--- config.mk ---
export PLATFORM = sky130hd
export DESIGN_NAME = fetch_unit
export DESIGN_NICKNAME = d
export VERILOG_FILES = /design/src/rtl/fetch_unit.sv
export SDC_FILE = /design/constraint.sdc
export NUM_CORES = 1
export LEC_CHECK = 0
export ABC_CLOCK_PERIOD_IN_PS = 8400
export BUFFER_PORTS_ARGS = -buffer_cell sky130_fd_sc_hd__buf_4
export CORE_MARGIN = 2
export CORE_UTILIZATION = 38
export DETAILED_ROUTE_END_ITERATION = 10
export MAX_ROUTING_LAYER = met4
export SYNTH_ARGS = -nofsm -noshare
export SYNTH_HDL_FRONTEND = slang
export SYNTH_SLANG_ARGS = --single-unit
--- constraint.sdc ---
create_clock -name clk -period 8.4 [get_ports clk]
set_input_delay 1.26 -clock clk [delete_from_list [all_inputs] [get_ports clk]]
set_output_delay 1.26 -clock clk [all_outputs]
set_load 0.005 [all_outputs]
--- src/rtl/fetch_unit.sv ---
// fetch_unit: instruction fetch stage for the pipelined RISC-V core.
// Owns the fetch PC, fetches 32-bit words over a req/ack handshake,
// buffers them in a 2-entry prefetch FIFO and presents one registered
// instruction per cycle to decode (a canonical NOP when nothing is valid).
// A redirect flushes buffered words and reloads the fetch PC.
// Optional feature macro: FETCH_MISALIGN_TRAP_EN (sticky misaligned-target
// fault that halts fetching). Without it fetch_fault is tied low and
// redirect targets are forced to word alignment.
module fetch_unit (
  input  logic        clk,
  input  logic        rst,
  output logic        imem_req,
  output logic [31:0] imem_addr,
  input  logic        imem_ack,
  input  logic [31:0] imem_rdata,
  input  logic        redirect,
  input  logic [31:0] redirect_pc,
  input  logic        stall,
  output logic [31:0] instruction,
  output logic [31:0] inst_pc,
  output logic        inst_valid,
  output logic        fetch_fault
);

  localparam logic [31:0] RESET_PC = 32'h0000_0000;
  localparam logic [31:0] NOP_INST = 32'h0000_0013;

  logic [31:0] fetch_pc_r;
  logic [1:0]  count_r;
  logic [31:0] fifo_pc_r   [0:1];
  logic [31:0] fifo_word_r [0:1];
  logic [31:0] target_pc_s;
  logic        fault_s;
  logic        xfer_s;
  logic        load_s;
  logic        pop_s;
  logic        bypass_s;
  logic        push_s;

`ifdef FETCH_MISALIGN_TRAP_EN
  logic fault_r;

  // Sticky fault on a misaligned redirect target; only reset clears it.
  always_ff @(posedge clk or posedge rst) begin
    if (rst) begin
      fault_r <= 1'b0;
    end else if (redirect && (redirect_pc[1:0] != 2'b00)) begin
      fault_r <= 1'b1;
    end else begin
      fault_r <= fault_r;
    end
  end

  assign fault_s     = fault_r;
  assign target_pc_s = redirect_pc;
`else
  assign fault_s     = 1'b0;
  // Low address bits are dropped so the fetch PC stays word aligned.
  assign target_pc_s = redirect_pc & 32'hFFFF_FFFC;
`endif

  assign fetch_fault = fault_s;
  assign imem_addr   = fetch_pc_r;
  // No request while in reset, full, redirecting or faulted.
  assign imem_req    = !rst && (count_r < 2'd2) && !redirect && !fault_s;

  // Handshake and FIFO control decode for the current cycle.
  always_comb begin
    xfer_s   = imem_req && imem_ack;
    load_s   = !stall;
    pop_s    = load_s && (count_r != 2'd0);
    bypass_s = xfer_s && load_s && (count_r == 2'd0);
    push_s   = xfer_s && !bypass_s;
  end

  // Fetch PC: redirect target, else advance by one word per transfer.
  always_ff @(posedge clk or posedge rst) begin
    if (rst) begin
      fetch_pc_r <= RESET_PC;
    end else if (redirect) begin
      fetch_pc_r <= target_pc_s;
    end else if (xfer_s) begin
      fetch_pc_r <= fetch_pc_r + 32'd4;
    end else begin
      fetch_pc_r <= fetch_pc_r;
    end
  end

  // Prefetch FIFO kept as a shift structure: entry 0 is always the head.
  always_ff @(posedge clk or posedge rst) begin
    if (rst) begin
      count_r        <= 2'd0;
      fifo_pc_r[0]   <= 32'd0;
      fifo_pc_r[1]   <= 32'd0;
      fifo_word_r[0] <= 32'd0;
      fifo_word_r[1] <= 32'd0;
    end else if (redirect) begin
      count_r <= 2'd0;
    end else begin
      case ({push_s, pop_s})
        2'b10: begin
          fifo_pc_r[count_r[0]]   <= fetch_pc_r;
          fifo_word_r[count_r[0]] <= imem_rdata;
          count_r                 <= count_r + 2'd1;
        end
        2'b01: begin
          fifo_pc_r[0]   <= fifo_pc_r[1];
          fifo_word_r[0] <= fifo_word_r[1];
          count_r        <= count_r - 2'd1;
        end
        2'b11: begin
          // Only reachable with one entry: the new word replaces the head.
          fifo_pc_r[0]   <= fetch_pc_r;
          fifo_word_r[0] <= imem_rdata;
          count_r        <= count_r;
        end
        default: begin
          count_r <= count_r;
        end
      endcase
    end
  end

  // Output register: FIFO head, then bypassed transfer, then NOP bubble.
  always_ff @(posedge clk or posedge rst) begin
    if (rst) begin
      instruction <= NOP_INST;
      inst_pc     <= 32'd0;
      inst_valid  <= 1'b0;
    end else if (redirect) begin
      instruction <= NOP_INST;
      inst_pc     <= inst_pc;
      inst_valid  <= 1'b0;
    end else if (!load_s) begin
      instruction <= instruction;
      inst_pc     <= inst_pc;
      inst_valid  <= inst_valid;
    end else if (count_r != 2'd0) begin
      instruction <= fifo_word_r[0];
      inst_pc     <= fifo_pc_r[0];
      inst_valid  <= 1'b1;
    end else if (xfer_s) begin
      instruction <= imem_rdata;
      inst_pc     <= fetch_pc_r;
      inst_valid  <= 1'b1;
    end else begin
      instruction <= NOP_INST;
      inst_pc     <= inst_pc;
      inst_valid  <= 1'b0;
    end
  end

endmodule

Word level (Yosys, flattened, before mapping)
Cells that the tools add are included.
W data, S select, Z words.
{"block": "op_classes", "addsub": 3, "mux": 20, "n_reduce_logical": 21, "magnitude_cmp": 3, "n_eq_ne": 4, "bitwise_logic": 3}
{"op": "$mux W32", "count": 9}
{"op": "$pmux W32 S3", "count": 2}
{"op": "$bwmux W64", "count": 2}
{"op": "$add A32 B3 Y32 const B", "count": 1}
{"op": "$demux W32 S1", "count": 1}
{"op": "$logic_and A1 B1 Y1", "count": 8}
{"op": "$reduce_bool A2 Y1", "count": 3}
{"op": "$reduce_bool A3 Y1", "count": 2}
{"op": "$eq A2 B2 Y1 const B", "count": 2}
{"op": "$logic_not A1 Y1", "count": 4}
{"op": "$mux W1", "count": 4}
{"op": "$pmux W2 S2", "count": 1}
{"op": "$reduce_and A2 Y1", "count": 2}
{"op": "$reduce_and A3 Y1", "count": 1}
{"op": "$add A2 B1 Y2 const B", "count": 1}
{"op": "$eq A2 B1 Y1 const B", "count": 1}
{"op": "$ge A2 B2 Y1 const B", "count": 1}
{"op": "$logic_not A2 Y1", "count": 1}
{"op": "$lt A2 B1 Y1 const B", "count": 1}
{"op": "$lt A2 B2 Y1 const B", "count": 1}
{"op": "$mux W2", "count": 1}
{"op": "$ne A2 B2 Y1 const B", "count": 1}
{"op": "$not A1 Y1", "count": 2}
{"op": "$not A1 Y2", "count": 1}
{"op": "$sub A2 B1 Y2 const B", "count": 1}
{"block": "totals", "wordCells": 63, "regBits": 227, "in_bits": 69}

Longest topological paths before layout
Gate-level depths: netlist of the first run.
{"block": "logic_depth", "depth_word": 11, "depth_mapped": 8}

Worst setup path after synthesis of the first run
Ideal clock, no wire load.
{"block": "synth_timing", "path_type": "input port to flip-flop", "start": "input rst", "end": "register count_r[1]", "path_slack_ps": 1743, "required_time_ps": 8322, "path_stages": 4, "setup_time_ps": 78, "n_path_buf": 0, "arrival_ps": 6578, "path_cell_list": "inv_1 and3_1 o21ai_0 a21oi_1"}
{"block": "synth_between", "elab_chain_cells": 11, "word_cells_on_any_way": 13, "classes_between": "2 x eq/ne; 2 x mux; 9 x reduce/logical"}
{"element": "start: declaration", "line_no": "11", "text": "input logic rst,"}
{"element": "$logic_not A1 Y1 (no line) *"}
{"element": "$logic_and A1 B1 Y1 * (2 in series)", "line_no": "65", "text": "assign imem_req = !rst && (count_r < 2'd2) && !redirect && !fault_s;"}
{"element": "$logic_and A1 B1 Y1 *", "line_no": "69", "text": "xfer_s = imem_req && imem_ack;"}
{"element": "$logic_and A1 B1 Y1 (2 in series)", "line_no": "72", "text": "bypass_s = xfer_s && load_s && (count_r == 2'd0);"}
{"element": "$logic_not A1 Y1", "line_no": "73", "text": "push_s = xfer_s && !bypass_s;"}
{"element": "$logic_and A1 B1 Y1 *", "line_no": "73"}
{"element": "$eq A2 B1 Y1 / $eq A2 B2 Y1 (equally long branches)", "line_no": "100", "text": "case ({push_s, pop_s})"}
{"element": "$pmux W2 S2", "line_no": "100"}
{"element": "$mux W2", "line_no": "97", "text": "end else if (redirect) begin"}
{"element": "end signal: assignment", "line_no": "104", "text": "count_r <= count_r + 2'd1;"}
{"element": "end signal: assignment", "line_no": "109", "text": "count_r <= count_r - 2'd1;"}
{"element": "end signal: assignment", "line_no": "115", "text": "count_r <= count_r;"}
{"element": "end: declaration", "line_no": "29", "text": "logic [1:0] count_r;"}
Every way passes the cells marked *; elsewhere a longest branch is shown, timed or not.
A chain may end at the register's enable or synchronous reset.

Worst setup path after layout of the first run
{"block": "layout_timing", "start": "input redirect", "end": "register fifo_pc_r[30] in the netlist's numbering"}
{"block": "layout_between", "elab_chain_cells": 9, "word_cells_on_any_way": 10, "classes_between": "1 x eq/ne; 1 x bitwise; 8 x reduce/logical"}
{"element": "start: declaration", "line_no": "16", "text": "input logic redirect,"}
{"element": "$logic_not A1 Y1", "line_no": "65"}
{"element": "$logic_and A1 B1 Y1", "line_no": "65"}
{"element": "$logic_and A1 B1 Y1", "line_no": "69"}
{"element": "$logic_and A1 B1 Y1 (2 in series)", "line_no": "72"}
{"element": "$logic_not A1 Y1", "line_no": "73"}
{"element": "$logic_and A1 B1 Y1", "line_no": "73"}
{"element": "$eq A2 B2 Y1", "line_no": "100"}
{"element": "$reduce_and A2 Y1 (no line) *"}
{"element": "end signal: indexed assignment", "line_no": "102", "text": "fifo_pc_r[count_r[0]] <= fetch_pc_r;"}
{"element": "end: declaration", "line_no": "30", "text": "logic [31:0] fifo_pc_r [0:1];"}
Marks and branches as above.

==> results of run 1 <==
## registers in the layout, indices dropped and copies added (netlist names)
name / flops
fifo_word_r: 64
imem_addr: 30
inst_valid: 1
inst_pc: 31
fifo_pc_r: 61
instruction: 32
count_r: 2
## power by group
group          leakage, nW  switching, mW  internal, mW
clock network        0.377          0.439         0.613
logic                 2.77          0.229         0.304
registers             2.78          0.139          1.28
total                 5.93          0.806          2.20
## final timing paths
path                                         to  cells past startpoint  slack, ns  startpoint
worst max-delay path              fifo_pc_r[30]                      4       4.89    redirect
min in group asynchronous        instruction[2]                      2       0.97         rst
max in group asynchronous       fifo_word_r[60]                      3       5.84         rst
worst min register to register       inst_pc[7]                      2       0.48  inst_pc[7]
worst min-delay path                 inst_pc[7]                      2       0.48  inst_pc[7]
worst max register to register    fifo_pc_r[58]                      5       5.23  count_r[1]
## per-stage QoR
step / utilization (%) / hold WS [ns] / area [sq um]
finish: 46.8 / 0.475 / 13000
global route: 46.8 / 0.506 / 13000
CTS: 46.8 / 0.486 / 13000
detailed placement: 43.9 / 0.473 / 12200
global placement: 43.9 / 0.462 / 12200
floorplan: - / 0.450 / 10700
## worst max-delay path, delay by kind of cell
family,cells,cell delay [ns]
buffers and inverters,1,0.32
muxes,1,0.60
and+or+nand+nor,2,1.68
## cell families after synthesis
kind of cell,after synthesis,synth area share [%]
simple gates,281,12.7
compound gates,117,7.16
flops,221,51.8
other cells,1,0.0351
xor+xnor,12,0.983
buf+inv,148,5.68
fa+ha+maj,1,0.117
mux,215,21.6
## layout by cell type, fill, tap and decap left out, drive strengths merged, types with 4 or more instances in the layout
master	netlist	final
and3	5	5
nor2	29	29
mux2	122	122
or3	6	6
clkbuf	51	40
mux2i	93	93
a221oi	29	29
clkinvlp	0	4
xor2	5	5
buf	30	172
nand4	12	12
nor3	33	33
o21ai	54	54
nor2b	33	33
inv	67	68
xnor2	7	7
a31oi	15	15
dfrtp	218	218
o31ai	8	8
nand2	126	126
nand3	9	9
or4	15	15
## layer usage
| layer | routed length [um] | track usage, % | vias to the layer above |
|---|---|---|---|
| li1 | - | - | 3697 |
| met1 | 12200 | 24.2 | 3780 |
| met2 | 11700 | 29.2 | 172 |
| met3 | 1490 | 3.66 | 38 |
| met4 | 609 | 4.27 | 0 |
| met5 | 0 | - | - |
## layout make-up
type                    instances  share of cell area, %
inverters                      67                   2.00
multi-input cells             629                   35.5
flip-flops and latches        221                   42.7
repair buffers                172                   9.96
clock inverters                 6                  0.338
well taps                     378                   3.65
clock buffers                  40                   5.80
==> impl_metrics.tcl, run 1 <==
set metrics [dict create \
    nets 1186 \
    yosysMostFrequentCell "dfrtp_1" \
    critPathKind "in -> reg" \
    root_buffer "clkbuf_16" \
    p_leak_nw 5.93 \
    path_clk_slew_ns 0.06 \
    p_per_area_nw_per_um2 232 \
    clockBufferDepth 3 \
    critical_path.slowest_cell "nand3_4" \
    cp_max_fo 66 \
    synth_area_leaders "dfrtp_1 51%, mux2_2 13%, mux2i_1 8.7%" \
    areaGrowthSynthToFinish_pct 21.2 \
    syn_avg_cell_area_sq_um 10.7 \
    drv_slew 0 \
    crit_arrival_ns 3.92 \
    rsz0062_at_grt "no" \
    ys_ff_latch 221 \
    fmax_mhz 285 \
    syn_area_sq_um 10700 \
    grt_pass1_wl_um 41900 \
    finalWorstSetupSlack_ns 4.89 \
    ys_types 42 \
    tritoncts "built" \
    postCtsSetupBuffers 0 \
    grt_pass1_vias 7607 \
    hpwl_um 15800 \
    tightest_slew_ns 1.03 \
    ctsHoldBuffers 0 \
    io_pins 168 \
    outcome "finished clean" \
    worst_setup_path_start_kind "input pin" \
    post_drt_wl_per_cell_um 17.2 \
    crit_chain "buf_4 > nor4b_1 > nand3_4 > mux2_2" \
    synth_top_area_share_pct 51.0 \
    multi_input_area_sq_um 4610 \
    vias 7687 \
    fin_crit_sh_pct 41.8 \
    antenna_found_initial 0 \
    endpoint_kind "flop" \
    start_util_pct 38.6 \
    dp.cells 1467 \
    layoutNonFillerInstCount 1513 \
    drt_pass1_iterations 4 \
    routabilityCongestion 0.744 \
    die_y_um 172 \
    rows 61 \
    fill_cells 2614 \
    synth-seq-area-share_pct 51.8 \
    grt_use_total_pct 18.3 \
    synth_edf_count 0 \
    relSlewSlack_pct 31.0 \
    syn_inst 996 \
    cts-htree-levels 1 \
    finalPower_mw 3.01 \
    synthArstFlopShare_pct 100 \
    yosys_warnings 0 \
    cts_repair_resize_count 0 \
    drt_iter0_markers 446 \
    finalWirelength_um 26000 \
    routed_via_density 5.08 \
    dieArea_sq_um 29500 \
    hold_path.class "reg -> reg" \
    cp_data_required_time_ns 8.80 \
    yosysTopAreaCell "dfrtp_1" \
    dieWidth_um 172 \
    numCtsBuffers 25 \
    finalHoldViolCount 0 \
    drive_above_1_share_pct 30.6 \
    irDropWorstVdd_uv 143 \
    register_area_sq_um 5530 \
    cts_sinks 221 \
    overflow 0 \
    drv_cap 0 \
    drc 0 \
    antenna_left 0 \
    finalSetupViolCount 0 \
    clk_latency_ns 0.52 \
    core_area_sq_um 27700 \
    post-place-ws_ns 4.28 \
    min_period_ns 3.51 \
    clock-skew-final_ns 0.00546 \
    grt_start_max_net_pins 145 \
    setup_tns_ns 0 \
    io_buffers 162 \
    synth_common_cells "218 x dfrtp_1, 126 x nand2_1, 122 x mux2_2, 93 x mux2i_1, 67 x inv_1" \
    ys.flop_type "dfrtp_1" \
    antenna_cells 0 \
    max_stage_delay_ns 0.90 \
]
Note: power is estimated with default switching activity, not from simulation.
==> run 2: changes to the inputs <==
Settings changed: ABC_AREA from default to 1, ABC_CLOCK_PERIOD_IN_PS 8400 to 3100.
Clock period 8.4 ns to 3.1 ns, I/O delays scaled along.
==> impl_metrics.tcl, run 2 <==
set metrics [dict create \
    tritoncts "built" \
    core_area_sq_um 27800 \
    cts-htree-levels 1 \
    top_regs "fifo_word_r x64, fifo_pc_r x61, instruction x32" \
    hpwl_um 19000 \
    syn_inst 1380 \
    clock-skew-final_ns 0.0175 \
    dieArea_sq_um 29500 \
    final_common_cell "nand2_1" \
    yosysTopAreaCell "dfrtp_1" \
    cts_repair_resize_count 0 \
    synth_edf_count 0 \
    relSlewSlack_pct 35.7 \
    final_util_pct 48.0 \
    finalHoldViolCount 0 \
    largest_reg_flops 64 \
    irDropWorstVdd_uv 391 \
    grt_start_max_net_pins 158 \
    drt_iter0_markers 679 \
    hold_depth 3 \
    io_pins 168 \
    final_area_sq_um 13300 \
    worst_setup_path_start_kind "flop" \
    nets 1578 \
    ys.flop_type "dfrtp_1" \
    cp_max_fo 30 \
    areaGrowthSynthToFinish_pct 24.5 \
    rr_worst_depth 6 \
    syn_area_sq_um 10700 \
    overflow 0 \
    drc 0 \
    fmax_mhz 403 \
    antenna_left 0 \
    grt_pass1_wl_um 49400 \
    min_period_ns 2.48 \
    rsz0062_at_grt "no" \
    ctsHoldBuffers 0 \
    numCtsBuffers 26 \
    yosysMostFrequentCell "nand2_1" \
    routabilityCongestion 0.838 \
    routed_via_density 4.93 \
    hp-start "redirect_pc[24]" \
    ys_ff_latch 221 \
    whs_ns 0.172 \
    drt_pass1_iterations 5 \
    tightest_slew_ns 0.965 \
    root_buffer "clkbuf_16" \
    place_area_sq_um 12500 \
    io_buffers 162 \
    dieWidth_um 172 \
    postCtsSetupBuffers 0 \
    clk_latency_ns 0.53 \
    vias 9390 \
    cp_data_required_time_ns 3.53 \
    cp-startpoint "count_r[1]" \
    clockBufferDepth 3 \
    synth_common_cells "496 x nand2_1, 218 x dfrtp_1, 164 x nor2_1, 84 x inv_1" \
    antenna_cells 0 \
    hold_path.class "in -> reg" \
    drive_above_1_share_pct 20.6 \
    ys_types 34 \
    finalWirelength_um 30300 \
    synthArstFlopShare_pct 100 \
    crit_arrival_ns 2.91 \
    fill_cells 2806 \
    finalSetupViolCount 0 \
    endpoint_kind "flop" \
    rows 61 \
    setup_tns_ns 0 \
    r2r_start "count_r[1]" \
    die_y_um 172 \
    antenna_found_initial 0 \
    post_drt_wl_per_cell_um 15.9 \
    drv_slew 0 \
    path_clk_slew_ns 0.06 \
    regMostFlops "fifo_word_r" \
    synth-seq-area-share_pct 51.7 \
    outcome "finished clean" \
    final_cell_mix "495 x nand2_1, 218 x dfrtp_1, 178 x buf_4" \
    syn_avg_cell_area_sq_um 7.76 \
    synth_area_leaders "dfrtp_1 51%, nand2_1 17%, nor2_1 5.8%" \
    grt_use_total_pct 21.6 \
    post-place-ws_ns 0.460 \
    critPathKind "reg -> reg" \
    grt_pass1_vias 9167 \
    drv_cap 0 \
    synth_top_area_share_pct 51.0 \
    cts_sinks 221 \
    start_util_pct 38.5 \
    p_per_area_nw_per_um2 803 \
    p_leak_nw 6.54 \
    fin_crit_sh_pct 80.0 \
    finalWorstSetupSlack_ns 0.621 \
    yosys_warnings 0 \
]
==> run 2: cell types whose count changed in the layout (fill, tap and decap cells not counted), moves of 21 or more <==
| cell | before | now |
|---|---|---|
| mux2_2 | 122 | 0 |
| nor2b_1 | 32 | 0 |
| a22oi_1 | 0 | 21 |
| nor3_1 | 32 | 3 |
| nand2_1 | 125 | 495 |
| a21oi_2 | 0 | 58 |
| o21ai_1 | 0 | 25 |
| nand3_1 | 8 | 63 |
| mux2i_1 | 93 | 0 |
| a221oi_1 | 29 | 0 |
| o31ai_1 | 8 | 60 |
| nor2_1 | 27 | 160 |
==> run 2: metrics by stage <==
step | instances | power (mW)
after floorplan | 1382 | 6.57
after global placement | 1858 | 7.63
after detailed placement | 1858 | 7.71
after CTS | 1905 | 10.8
after global routing | 1905 | 11.5
final | 1905 | 10.7
==> run 2: path summary, 6_finish.rpt <==
kind / to / slack [ns]
worst max-delay path: imem_addr[7] / 0.62
worst min-delay path: imem_addr[24] / 0.17
worst max register to register: imem_addr[7] / 0.62
worst min register to register: fifo_pc_r[41] / 0.48
max in group asynchronous: fifo_pc_r[43] / 1.42
min in group asynchronous: instruction[2] / 0.25
==> run 2: where the power goes <==
group	internal (mW)	switching, mW	leakage [nW]
combinational	1.33	1.73	3.34
sequential	3.93	0.645	2.77
clock	1.85	1.22	0.424
==> run 2: cell type report <==
class	instances	area, sq um	area share (%)
Sequential cell	221	5530	41.5
Multi-Input combinational cell	987	4680	35.1
Timing Repair Buffer	183	1440	10.8
Clock buffer	36	749	5.62
Tap cell	378	473	3.55
Inverter	89	347	2.60
Clock inverter	11	114	0.854
==> run 2: worst max-delay path, cell delays in order (launching register included) <==
cell and delay, ns:
dfrtp_1 0.44, nor2_2 0.06, nand3_2 0.43, clkinv_4 0.36, nor2_4 0.78, a22oi_1 0.17, o21ai_1 0.13
==> run 2: layer usage <==
layer | track usage (%) | part of all wire (%)
met5 | - | 0
met4 | 3.69 | 1.2
met3 | 3.57 | 5.5
met2 | 34.2 | 46
met1 | 29.9 | 48
==> run 2: cells by family after synthesis <==
logic type      count (synthesis)  share of synthesized area (%)
compound gates                238                           13.4
xor+xnor                        6                          0.491
fa+ha+maj                       1                          0.117
buf+inv                       174                           7.14
flops                         221                           51.7
other cells                     1                         0.0350
simple gates                  739                           27.1
